[src/rtl/mnist_pkg.sv]
// Shared constants and types for the MNIST inference datapath.
// Holds the default logit/class geometry and the argmax stage state encoding.
package mnist_pkg;

  localparam int MNIST_NUM_CLASSES = 10;
  localparam int MNIST_LOGIT_W     = 16;
  localparam int MNIST_CLASS_W     = 4;

  typedef enum logic [1:0] {
    IDLE,
    COLLECT,
    FINISH
  } argmax_state_t;

endpackage

[src/rtl/mnist_argmax_cmp.sv]
// Signed compare-and-select of an incoming logit against the running max
// (and runner-up when MNIST_ARGMAX_TOP2_EN is defined); returns update flags only.
module mnist_argmax_cmp #(
  parameter int DATA_W = 16
) (
  input  logic              first,
  input  logic [DATA_W-1:0] in_data,
  input  logic [DATA_W-1:0] cur_max,
  output logic              new_max
`ifdef MNIST_ARGMAX_TOP2_EN
  ,
  input  logic              runner_valid,
  input  logic [DATA_W-1:0] cur_runner,
  output logic              new_runner
`endif
);

  // Strict greater-than keeps the earlier (lower) index on ties.
  always_comb begin
    new_max = first || ($signed(in_data) > $signed(cur_max));
  end

`ifdef MNIST_ARGMAX_TOP2_EN
  // The first non-max beat always seeds the runner-up slot.
  always_comb begin
    new_runner = !new_max &&
                 (!runner_valid || ($signed(in_data) > $signed(cur_runner)));
  end
`endif

endmodule

[src/rtl/mnist_argmax_stream.sv]
// Argmax over a serial stream of signed logits with in_last framing check.
// Optional top-2 tracking (runner_class, margin) under MNIST_ARGMAX_TOP2_EN.
module mnist_argmax_stream
  import mnist_pkg::*;
#(
  parameter int DATA_W      = MNIST_LOGIT_W,
  parameter int NUM_CLASSES = MNIST_NUM_CLASSES,
  parameter int CLASS_W     = MNIST_CLASS_W
) (
  input  logic               clk,
  input  logic               rst,
  input  logic               start,
  input  logic               in_valid,
  output logic               in_ready,
  input  logic [DATA_W-1:0]  in_data,
  input  logic               in_last,
  output logic [CLASS_W-1:0] predicted_class,
  output logic [DATA_W-1:0]  max_score,
  output logic               busy,
  output logic               done,
  output logic               error
`ifdef MNIST_ARGMAX_TOP2_EN
  ,
  output logic [CLASS_W-1:0] runner_class,
  output logic [DATA_W:0]    margin
`endif
);

  localparam logic [CLASS_W-1:0] LAST_IDX = CLASS_W'(NUM_CLASSES - 1);

  argmax_state_t      state_reg;
  logic [CLASS_W-1:0] count_reg;
  logic               first;
  logic               is_final;
  logic               accept;
  logic               new_max;

  assign first    = (count_reg == '0);
  assign is_final = (count_reg == LAST_IDX);
  assign accept   = in_valid && in_ready && (state_reg == COLLECT);

`ifdef MNIST_ARGMAX_TOP2_EN
  logic [DATA_W-1:0] runner_score_reg;
  logic              runner_valid_reg;
  logic              new_runner;

  // Sign-extend both operands so the full signed span fits without wrap.
  assign margin = {max_score[DATA_W-1], max_score}
                - {runner_score_reg[DATA_W-1], runner_score_reg};

  mnist_argmax_cmp #(
    .DATA_W(DATA_W)
  ) u_cmp (
    .first       (first),
    .in_data     (in_data),
    .cur_max     (max_score),
    .new_max     (new_max),
    .runner_valid(runner_valid_reg),
    .cur_runner  (runner_score_reg),
    .new_runner  (new_runner)
  );
`else
  mnist_argmax_cmp #(
    .DATA_W(DATA_W)
  ) u_cmp (
    .first  (first),
    .in_data(in_data),
    .cur_max(max_score),
    .new_max(new_max)
  );
`endif

  always_ff @(posedge clk) begin
    if (!rst) begin
      state_reg       <= IDLE;
      count_reg       <= '0;
      predicted_class <= '0;
      max_score       <= '0;
      in_ready        <= 1'b0;
      busy            <= 1'b0;
      done            <= 1'b0;
      error           <= 1'b0;
`ifdef MNIST_ARGMAX_TOP2_EN
      runner_class     <= '0;
      runner_score_reg <= '0;
      runner_valid_reg <= 1'b0;
`endif
    end else begin
      done  <= 1'b0;
      error <= 1'b0;
      case (state_reg)
        IDLE: begin
          // Previous result stays visible until beat 0 of the new frame lands.
          if (start) begin
            state_reg <= COLLECT;
            count_reg <= '0;
            in_ready  <= 1'b1;
            busy      <= 1'b1;
`ifdef MNIST_ARGMAX_TOP2_EN
            runner_valid_reg <= 1'b0;
`endif
          end
        end
        COLLECT: begin
          if (accept) begin
            if (new_max) begin
              max_score       <= in_data;
              predicted_class <= count_reg;
`ifdef MNIST_ARGMAX_TOP2_EN
              if (!first) begin
                runner_score_reg <= max_score;
                runner_class     <= predicted_class;
                runner_valid_reg <= 1'b1;
              end
`endif
            end
`ifdef MNIST_ARGMAX_TOP2_EN
            else if (new_runner) begin
              runner_score_reg <= in_data;
              runner_class     <= count_reg;
              runner_valid_reg <= 1'b1;
            end
`endif
            count_reg <= count_reg + 1'b1;
            // in_last must coincide exactly with the final class index.
            if (in_last != is_final) begin
              error     <= 1'b1;
              state_reg <= IDLE;
              in_ready  <= 1'b0;
              busy      <= 1'b0;
            end else if (is_final) begin
              done      <= 1'b1;
              state_reg <= FINISH;
              in_ready  <= 1'b0;
              busy      <= 1'b0;
            end
          end
        end
        FINISH: begin
          state_reg <= IDLE;
        end
        default: begin
          state_reg <= IDLE;
          in_ready  <= 1'b0;
          busy      <= 1'b0;
        end
      endcase
    end
  end

endmodule

[config.mk]
export PLATFORM = sky130hd
export DESIGN_NAME = mnist_argmax_stream
export DESIGN_NICKNAME = d
export VERILOG_FILES = /design/src/rtl/mnist_pkg.sv /design/src/rtl/mnist_argmax_cmp.sv /design/src/rtl/mnist_argmax_stream.sv
export SDC_FILE = /design/constraint.sdc
export NUM_CORES = 1
export LEC_CHECK = 0
export ABC_AREA = 1
export BUFFER_PORTS_ARGS = -buffer_cell sky130_fd_sc_hd__buf_4
export CAP_MARGIN = 5
export CORE_MARGIN = 1.5
export CORE_UTILIZATION = 41
export DETAILED_ROUTE_END_ITERATION = 7
export PLACE_DENSITY = 0.77
export SYNTH_ARGS = -nofsm -noshare
export SYNTH_HDL_FRONTEND = slang
export SYNTH_HIERARCHICAL = 1
export SYNTH_SLANG_ARGS = --single-unit
export TNS_END_PERCENT = 10
[constraint.sdc]
create_clock -name clk -period 2.4 [get_ports clk]
set_input_delay 0.48 -clock clk [delete_from_list [all_inputs] [get_ports clk]]
set_output_delay 0.48 -clock clk [all_outputs]
set_load 0.1 [all_outputs]
### Yosys cells after proc, flatten, opt, wreduce, memory -nomap -nowiden

Cells that the tools add are included.

| word-level totals | value |
|---|---|
| input port bits | 21 |
| output and inout bits | 24 |
| logic and storage cells | 47 |
| register bits after elaboration | 29 |

| cells by class | value |
|---|---|
| reductions and logical operators | 12 |
| bitwise gates (word level) | 4 |
| equal/unequal tests | 7 |
| mux-type cells | 15 |
| order comparisons | 1 |
| $add $sub $neg | 1 |

Operators with widths:

| operator | count |
|---|---|
| > comparator 16 bit | 1 |
| AND reduction 3 bit | 4 |
| 2-to-1 mux 2 bit | 4 |
| 2-to-1 mux 4 bit | 2 |
| case mux 4 bit (2 select lines) | 1 |
| 2-to-1 mux 1 bit | 6 |
| adder 4 x 1 -> 4 bit (second input constant) | 1 |
| equality test 4 bit (second input constant) | 1 |
| logical NOT 4 bit | 1 |
| inequality test 2 bit (second input constant) | 2 |
| NOT 1 bit | 4 |
| case mux 2 bit (2 select lines) | 1 |
| AND reduction 4 bit | 1 |
| OR reduction 4 bit | 1 |
| inequality test 3 x 2 -> 1 bit (second input constant) | 1 |
| case mux 1 bit (3 select lines) | 1 |
| equality test 2 x 1 -> 1 bit (second input constant) | 1 |
| equality test 2 bit (second input constant) | 1 |
| logical AND 1 bit | 2 |
| logical NOT 2 bit | 1 |
| nonzero test 2 bit | 1 |
| logical OR 1 bit | 1 |
| inequality test 1 bit | 1 |

### Logic depth before layout (Yosys ltp)

Gate-level depths: netlist of run 1.

| logic depth | value |
|---|---|
| word-level depth | 5 |
| depth in mapped cells | 17 |
| depth with buffers taken out | 16 |

### Modules after synthesis

The synthesis of run 1 kept the hierarchy.

Modules (own cells, without submodules):

| module | cells each | area each (µm²) | sequential area each (µm²) | times used |
|---|---|---|---|---|
| mnist_argmax_stream | 158 | 1199.9 | 580.6 | 1 |
| mnist_argmax_cmp | 80 | 478.0 | 0.0 | 1 |

### Worst setup path after synthesis of run 1

OpenSTA, ideal clock, no wires.

| timing path | value |
|---|---|
| path kind | register -> register |
| start point | register max_score[7] |
| end point | register max_score[0] |
| data arrival time | 2404 ps |
| period minus slack after synthesis | 2474 ps |
| path slack | -74 ps |
| setup time | 70 ps |
| cell stages (with the launch flop) | 17 |
| cell sequence | dfxtp_1 > inv_1 > ha_1 > nand2_2 > inv_1 > a21oi_1 > nand3_1 > nand2_1 > nand2_1 > nand2_1 > nand2_1 > nand2_1 > nand2_1 > nand2_1 > buf_2 > nand2_1 > a21oi_1 |

| between the ends | value |
|---|---|
| word-level cells in the longest chain between the ends | 3 |

RTL lines:

| item | line | source |
|---|---|---|
| from (decl) | mnist_argmax_stream.sv:18 | `output logic [DATA_W-1:0] max_score,` |
| from (signal assigned) | mnist_argmax_stream.sv:107 | `max_score <= in_data;` |
| > comparator 16 bit | mnist_argmax_cmp.sv:20 | `new_max = first \|\| ($signed(in_data) > $signed(cur_max));` |
| logical OR 1 bit | mnist_argmax_cmp.sv:20 |  |
| named net new_max | mnist_argmax_stream.sv:36 | `logic new_max;` |
| AND reduction 3 bit (no line) | - |  |

The timed path passes the listed nets, and every way through them passes these cells.
A chain may end at the register's enable or synchronous reset.

### Worst setup path in the final report of run 1

| timing path | value |
|---|---|
| start point | register max_score[15] |
| end point | register max_score[15] |

Same word-level chain as after synthesis.

==> results.md, run 1 <==
Outcome:
- The flow ran to the end, and the final reports show no timing, DRC or antenna violations.

Drt:
- Across all layers, the routed design uses approximately 1600 vias.
- After detailed routing, the average wire length per cell comes to between 10 and 15 um.
- For this block, the initial DRC count from the detailed router was 62.
- The final wirelength is approximately 3.8 mm.
- The detail-routed via count per cell is 4.898.
- The final routed DRC violation total is 0.
- The remaining number of nets flagged by the antenna check after routing is 0.
- The number of iterations in the first detailed-routing pass is 5.

Clock network:
- The clock edge transition at the registers on the reported setup and hold paths is around 0.060 ns.
- The number of buffers created by CTS is 5.
- No sink is reached through more buffers than the 2 on the longest clock path.
- The H-tree was split into 2 levels.
- TritonCTS built the clock tree.
- The hold buffer count at CTS is 0.
- The clock latency on the worst-skew pair is ~0.28 ns.
- The clock net in this run drives a total of 29 sinks.
- In this run the clock root is driven by a sky130_fd_sc_hd__clkbuf_8.
- In this run, post-CTS repair resized a total of 0 instances.
- In this run the post-CTS setup repair buffer count came out at 0.

Logic synthesis:
- The cell type contributing the most total cell area after synthesis is sky130_fd_sc_hd__dfxtp_1.
- The total standard cell area after synthesis is ~0.0017 mm^2.
- The synthesized netlist devotes about 14% of its cell area to adder and majority cells.
- Summing the areas of all and, or, nand and nor instances in the mapped netlist gives around 28% of the synthesized area.
- Averaged over all synthesized cells, the footprint is 7.050 um^2.
- The post-synthesis compound-gate area fraction is a little over a tenth.
- Synthesis produced a netlist with a net count of 278.
- The number of synthesis warnings is 6.
- Yosys attributes the largest share of cell area to sky130_fd_sc_hd__dfxtp_1 (35%), sky130_fd_sc_hd__ha_1 (14%), sky130_fd_sc_hd__nand2_1 (12%), sky130_fd_sc_hd__a21oi_1 (8.9%), sky130_fd_sc_hd__nand3_1 (8.4%).
- The number of unique standard cell types used by synthesis is 22.
- Of the total synthesized cell area, the portion taken by XOR and XNOR cells is 0%.
- Of the post-synthesis cell area, the part taken by muxes is 0%.
- The flip-flop and latch count after synthesis is 29.
- The synthesized design devotes to its leading area cell type around 35% of total area.
- The post-synthesis instance total is 238.
- The combinational family with the most area after synthesis is simple AND/OR/NAND/NOR gates.
- The share of the Yosys chip area taken by registers is roughly 35%.

Worst setup path:
- The largest incremental delay on the critical path is roughly 0.34 ns.
- STA classifies the critical path startpoint as a register.
- Data arrives at the worst endpoint at approximately 2.2 ns.
- The cell that appears most often on the critical path is sky130_fd_sc_hd__nand2_1.
- The kind of capture point of the worst setup path is a register.
- The required time at the worst-slack endpoint is 2.53 ns.
- The critical path contains buffers and inverters numbering 2 combined.
- The highest net fanout along the worst path is 10.
- The critical path in this run is classified as reg2reg.
- The slowest cell on the critical path is sky130_fd_sc_hd__dfxtp_2.
- Walking the worst path, the cells encountered are inv_1, ha_1, a21oi_1, o21ai_1, a21oi_2, nand3_1, nand2_1, nand2_1, nand2_1, nand2_1, buf_4, nand2_1, a21oi_1.
- Broken down by cell family, the worst path's largest delay share belongs to simple AND/OR/NAND/NOR gates.

GRT:
- Summed over all layers, the global routing overflow is 0.
- In the global route stage, overall resource usage came out at between 10% and 20%.
- The number of antenna violations at the first check in global routing is 0.
- The first global-routing pass estimated roughly 6.4 mm of wire.
- Entering global routing, the biggest net connects 23 pins.
- The number of global-route vias before repair is between 1500 and 2000.

STA:
- The remaining max-slew budget at the tightest pin is between 50% and 60%.
- Across all hold checks on the routed design, the worst slack comes to approximately 0.44 ns.
- The final-report hold violation count came to 0.
- The portion of the clock cycle consumed by the worst path in the final layout is between 80% and 90%.
- Setup repair after global routing left no endpoint under its margin.
- The number of setup violations in the final report is 0.
- The minimum clock period is 2.052 ns.
- The peak clock frequency supported by timing is about 0.49 GHz.
- The max-slew violation total from the final report is 0.
- Adding up every negative setup slack in the final design gives 0 ns.
- The actual slew at the worst max-slew pin is 0.7022 ns.
- The worst-case clock skew is 0.004636 ns.

Placement:
- The congestion estimate from routability-driven global placement came to 0.8235.
- The count of input and output buffers is 44.
- The half-perimeter wire length of the detailed placement result is 2.823 mm.

Floorplanning:
- The core region is ~0.0040 mm^2.
- The die covers ~0.0045 mm^2.
- The die is approximately 67 um wide.
- The initial core utilization is 42.25%.
- Pin placement for this block handled 45 I/O pins.
- The floorplan step set the die height to 66.97 um.
- The floorplan has 23 rows.

Run:
- The tool flagged a number of max-cap violations equal to 0.

Power and ir drop:
- Power spread over the standard cell area amounts to around 540 mW/mm^2.
- The peak supply drop is between 0.2 and 0.3 mV.
- The leakage power summed over all cells is a little under 1 nW.

Finish:
- The storage element area is ~590 um^2.
- The number of flip-flops in the largest register is 16.
- After filler insertion, the fill cell instance count of the layout stands at about 410.
- The fraction of layout instances using a drive strength above 1 is roughly a quarter.
- The final net count is about 320.
- The number of antenna diodes is 0.
- Summing all multi-input logic gate instances after layout gives about 890 um^2.
- The layout-stage area growth over the synthesis result is 27.59%.

Min path:
- The min-delay analysis places its worst path in the category in2reg.
-- where the power goes --
part / internal (W) / switching, W / total, W
sequential: 0.000494 / 0.0000110 / 0.000505
combinational: 0.0000821 / 0.000165 / 0.000248
clock: 0.000227 / 0.000173 / 0.000400
total: 0.000803 / 0.000349 / 0.00115
-- layout by cell type, fill, tap and decap left out, drive strengths merged --
cell,count
o21ai,4
nor3,5
dfxtp,29
clkbuf,7
nor3b,1
nor2,12
buf,48
ha,19
nand3,28
a21oi,31
nand4,3
nand2,58
inv,39
-- final cells by class --
| type | instances | share of cell area [%] |
|---|---|---|
| repair buffers | 48 | 16.83 |
| clock buffers | 7 | 4.033 |
| well taps | 50 | 2.922 |
| flip-flops and latches | 29 | 27.64 |
| inverters | 39 | 6.838 |
| multi-input cells | 161 | 41.73 |
-- kinds of logic after synthesis --
kind of cell / after synthesis
and+or+nand+nor: 107
buffers and inverters: 48
adders and majority gates: 19
DFF: 29
AOI/OAI and AO/OA: 35
-- metrics by stage --
step	total power, W	worst slack [ns]	cells	area (um^2)	util (%)
after floorplan	0.0006906	0.002482	238	1689	-
after global placement	0.0007593	0.1807	327	2054	51.73
after detailed placement	0.0007632	0.1331	327	2054	51.73
after CTS	0.001164	0.3618	334	2141	53.91
after global routing	0.001218	0.1271	334	2141	53.91
final	0.001153	0.3478	334	2141	53.91
-- synthesized netlist by cell type --
library cell	instances
sky130_fd_sc_hd__o21ai_1	1
sky130_fd_sc_hd__inv_2	3
sky130_fd_sc_hd__a21oi_2	1
sky130_fd_sc_hd__buf_2	4
sky130_fd_sc_hd__nor3_1	4
sky130_fd_sc_hd__nor2_2	1
sky130_fd_sc_hd__buf_6	2
sky130_fd_sc_hd__a21oi_1	30
sky130_fd_sc_hd__ha_1	19
sky130_fd_sc_hd__dfxtp_1	29
sky130_fd_sc_hd__nor2_4	1
sky130_fd_sc_hd__nor2_1	10
sky130_fd_sc_hd__o21ai_0	3
sky130_fd_sc_hd__nand2_1	55
sky130_fd_sc_hd__nand4_1	3
sky130_fd_sc_hd__nand3_1	28
sky130_fd_sc_hd__clkbuf_1	2
sky130_fd_sc_hd__nor3_2	1
sky130_fd_sc_hd__inv_1	36
sky130_fd_sc_hd__nand2_2	3
sky130_fd_sc_hd__nor3b_1	1
sky130_fd_sc_hd__buf_4	1
-- worst paths after layout --
| path | start | end | slack (ns) | depth (start not counted) |
|---|---|---|---|---|
| worst max-delay path | max_score[15] | max_score[15] | 0.35 | 13 |
| worst min-delay path | rst | state_reg[0] | 0.44 | 3 |
| worst max register to register | max_score[15] | max_score[15] | 0.35 | 13 |
| worst min register to register | predicted_class[1] | predicted_class[1] | 0.47 | 2 |
-- routing by layer --
layer	global-route usage (%)	wire (um)	vias up
li1	-	-	856
met1	20.53	1618	738
met2	35.00	1937	33
met3	3.547	144	9
met4	9.184	83	0
met5	0	0	-
-- worst min-delay path: cells and delay by family --
kind,cells,cell delay [ns]
buffers and inverters,2,0.15
AND/OR/NAND/NOR,1,0.06
No activity file was read; power rests on OpenSTA's default activity.
==> run 2, diff against run 1 <==
- CORE_UTILIZATION: 41 -> 52
- GPL_TIMING_DRIVEN: not set -> 0
- PLACE_DENSITY: 0.77 -> 0.91
==> results.md, run 2 (synthesis results as in run 1) <==
Finish:
- The library cells used most frequently in the layout, excluding fill and tap cells, are sky130_fd_sc_hd__nand2_1 (55), sky130_fd_sc_hd__buf_4 (45), sky130_fd_sc_hd__inv_1 (36).
- Leaving out fill and tap cells, the most frequent cell in the layout is sky130_fd_sc_hd__nand2_1.
- The number of antenna diodes came to 0 (unchanged).
- The storage element area is 591.8 um^2 (unchanged).
- The number of filler instances in the final layout is 273 (-33%).
- Compared with the post-synthesis result, the final layout area differs by 26.70%.
- The fraction of layout instances using a drive strength above 1 was 26.55% (+0.85 points).
- The area of the multi-input gates is 893.4 um^2 (unchanged).
- The share of the core filled with cells was 69.63% (+16 points).
- The final net count is 329 (+1.5%).
- The number of flip-flops in the largest register is 16 (unchanged).

Drt:
- The number of iterations in the first detailed-routing pass came to 4 (-1).
- The routed wire length per instance is 11.00 um (-2.9%).
- The final routed DRC violation total is 0 (unchanged).
- The remaining number of nets flagged by the antenna check after routing was 0 (unchanged).
- The total number of vias is 1683 (+2.9%).
- The detail-routed via count per cell came to 5.039 (+2.9%).
- The DRC marker count from the first detailed-route iteration is 74 (+19%).
- The final wirelength was 3.675 mm (-2.9%).

Clock network:
- The clock root buffer master is sky130_fd_sc_hd__clkbuf_4.
- The H-tree depth is 2 (unchanged).
- The number of buffers created by CTS is 5 (unchanged).
- The clock latency on the worst-skew pair is 0.34 ns (+0.06 ns).
- The post-CTS repair timing setup buffer count is 0 (unchanged).
- The clock tree from TritonCTS is yes.
- The hold buffer count at CTS is 0 (unchanged).
- The number of clock sinks is 29 (unchanged).
- The clock edge transition at the registers on the reported setup and hold paths was 0.10 ns (+0.04 ns).
- The count of cells resized by post-cts repair is 0 (unchanged).
- The number of buffers between clock root and the deepest sink is 2 (unchanged).

Worst setup path:
- The highest net fanout along the worst path came to 10 (unchanged).
- The required time at the worst-slack endpoint is 2.66 ns (+0.13 ns).
- The cell count of the worst reg-to-reg path is 13 (unchanged).
- The setup slack on the worst flop-to-flop path is 0.41 ns (+0.06 ns).
- The largest incremental delay on the critical path is 0.35 ns (about the same).
- The signal on the critical path passes through inv_1, ha_1, nand2_2, nor3_2, nand2_1, nand2_1, nand2_1, nand2_1, nand2_1, nand2_1, buf_2, nand3_1, a21oi_1.
- The beginning of the worst register-to-register path is max_score[15].
- The kind of capture point of the worst setup path is a register.
- Counting stages on the worst path, the most repeated cell is sky130_fd_sc_hd__nand2_1.
- The capturing instance or port of the critical path is max_score[11].
- The worst setup path startpoint is max_score[15].
- The arrival time of data at the critical path endpoint is 2.26 ns (+0.08 ns).
- The critical path in this run is classified as reg2reg.
- The category of the worst setup path launch point is a register.
- The slowest cell on the critical path is sky130_fd_sc_hd__dfxtp_2.
- The reg-to-reg critical path endpoint is max_score[11].

Floorplanning:
- The count of pins on the block boundary is 45 (unchanged).
- The vertical die dimension is 59.81 um (-11%).
- The initial core utilization came to 54.96% (+13 points).
- The core area is 0.003053 mm^2 (-23%).
- The area of the die is 0.003577 mm^2 (-20%).
- The number of core rows was 20 (-13%).
- The die span in x is 59.81 um (-11%).

STA:
- The portion of the clock cycle consumed by the worst path in the final layout came to 83.09% (-2.4 points).
- The actual slew at the worst max-slew pin is 0.4919 ns (-0.2103 ns).
- The final-report hold violation count is 0 (unchanged).
- Setup repair after global routing left no endpoint under its margin.
- The max-slew violation total from the final report came to 0 (unchanged).
- The number of setup violations in the final report came to 0 (unchanged).
- The peak clock frequency supported by timing came to 0.5015 GHz (+2.9%).
- The worst-case clock skew came to 0.01661 ns (+0.01198 ns).
- The setup TNS is 0 ns (unchanged).
- The minimum clock period was 1.994 ns (-0.05801 ns).
- The remaining max-slew budget at the tightest pin is 67.21% (+14 points).

Placement:
- The half-perimeter wire length of the detailed placement result came to 2.720 mm (-3.7%).
- The count of input and output buffers is 44 (unchanged).
- The placer's final routability congestion estimate is 0.8050 (-2.2%).

GRT:
- The maximum number of pins on one net before global-route repair is 11 (-52%).
- The number of antenna violations at the first check in global routing is 0 (unchanged).
- The sum of overflow across all layers after global routing was 0 (unchanged).
- The number of global-route vias before repair is 1433 (-9.6%).
- The wire length of the first global-routing pass came to 5.906 mm (-7.6%).
- The total routing usage reported by global routing is 22.10% (+3.1 points).

Run:
- The max capacitance violation total is 0 (unchanged).

Power and ir drop:
- The peak supply drop is 0.3108 mV (+13%).
- The leakage power summed over all cells is 0.9699 nW (about the same).
- The power per unit of standard cell area came to 490.1 mW/mm^2 (-9.0%).

Outcome:
- The run finished with clean final reports.

Min path:
- The type of the tightest min-delay check is in2reg.
-- run 2: cell count changes in the layout (fill, tap and decap cells not counted) --
cell / previous run / this run
sky130_fd_sc_hd__clkbuf_8: 6 / 0
sky130_fd_sc_hd__clkbuf_4: 0 / 5
sky130_fd_sc_hd__buf_2: 0 / 4
sky130_fd_sc_hd__buf_4: 48 / 45
sky130_fd_sc_hd__buf_6: 0 / 2
sky130_fd_sc_hd__clkbuf_1: 1 / 3
sky130_fd_sc_hd__clkinv_2: 0 / 2
-- run 2: layout make-up --
class | instances | share of cell area, %
multi-input combinational | 161 | 42.02
sequential | 29 | 27.84
timing repair buffer | 44 | 15.54
inverter | 39 | 6.886
buffer | 9 | 2.707
tap | 44 | 2.590
clock buffer | 6 | 1.942
clock inverter | 2 | 0.4709
-- run 2: critical path, delay by kind of cell (launching register included) --
kind / cells / cell delay (ns)
compound gates: 1 / 0.14
fa+ha+maj: 1 / 0.34
buf+inv: 2 / 0.26
flops: 1 / 0.35
simple gates: 9 / 0.84
-- run 2: worst min path at each step --
stage	from	end	slack [ns]	cells after the start
5_1_grt	rst	state_reg[0]	0.38	3
4_1_cts	rst	state_reg[0]	0.39	3
3_5_place_dp	predicted_class[1]	predicted_class[1]	0.46	2
2_1_floorplan	count_reg[2]	predicted_class[2]	0.47	2
3_3_place_gp	max_score[9]	max_score[9]	0.45	2
6_report	rst	state_reg[0]	0.40	3
-- run 2: power breakdown --
group	switching, W	internal, W
combinational	0.000165	0.0000834
sequential	0.0000113	0.000494
clock	0.000177	0.000111
total	0.000354	0.000688
-- run 2: stage by stage --
stage	power, W	instance area [um^2]	hold slack [ns]	instances	worst slack, ns
final	0.001042	2126	0.4027	334	0.4058
after global routing	0.001106	2126	0.3764	334	0.1532
after CTS	0.001050	2126	0.3873	334	0.3988
after detailed placement	0.0007627	2074	0.4593	326	0.2211
after global placement	0.0007582	2074	0.4528	326	0.2663
after floorplan	0.0006906	1689	0.4736	238	0.002482
-- run 2: per-layer routing --
layer / GRT usage, % / part of all wire, %
met4: 6.667 / 1.5
met5: 0 / 0
met3: 8.225 / 6.3
met2: 37.73 / 50
met1: 25.57 / 42
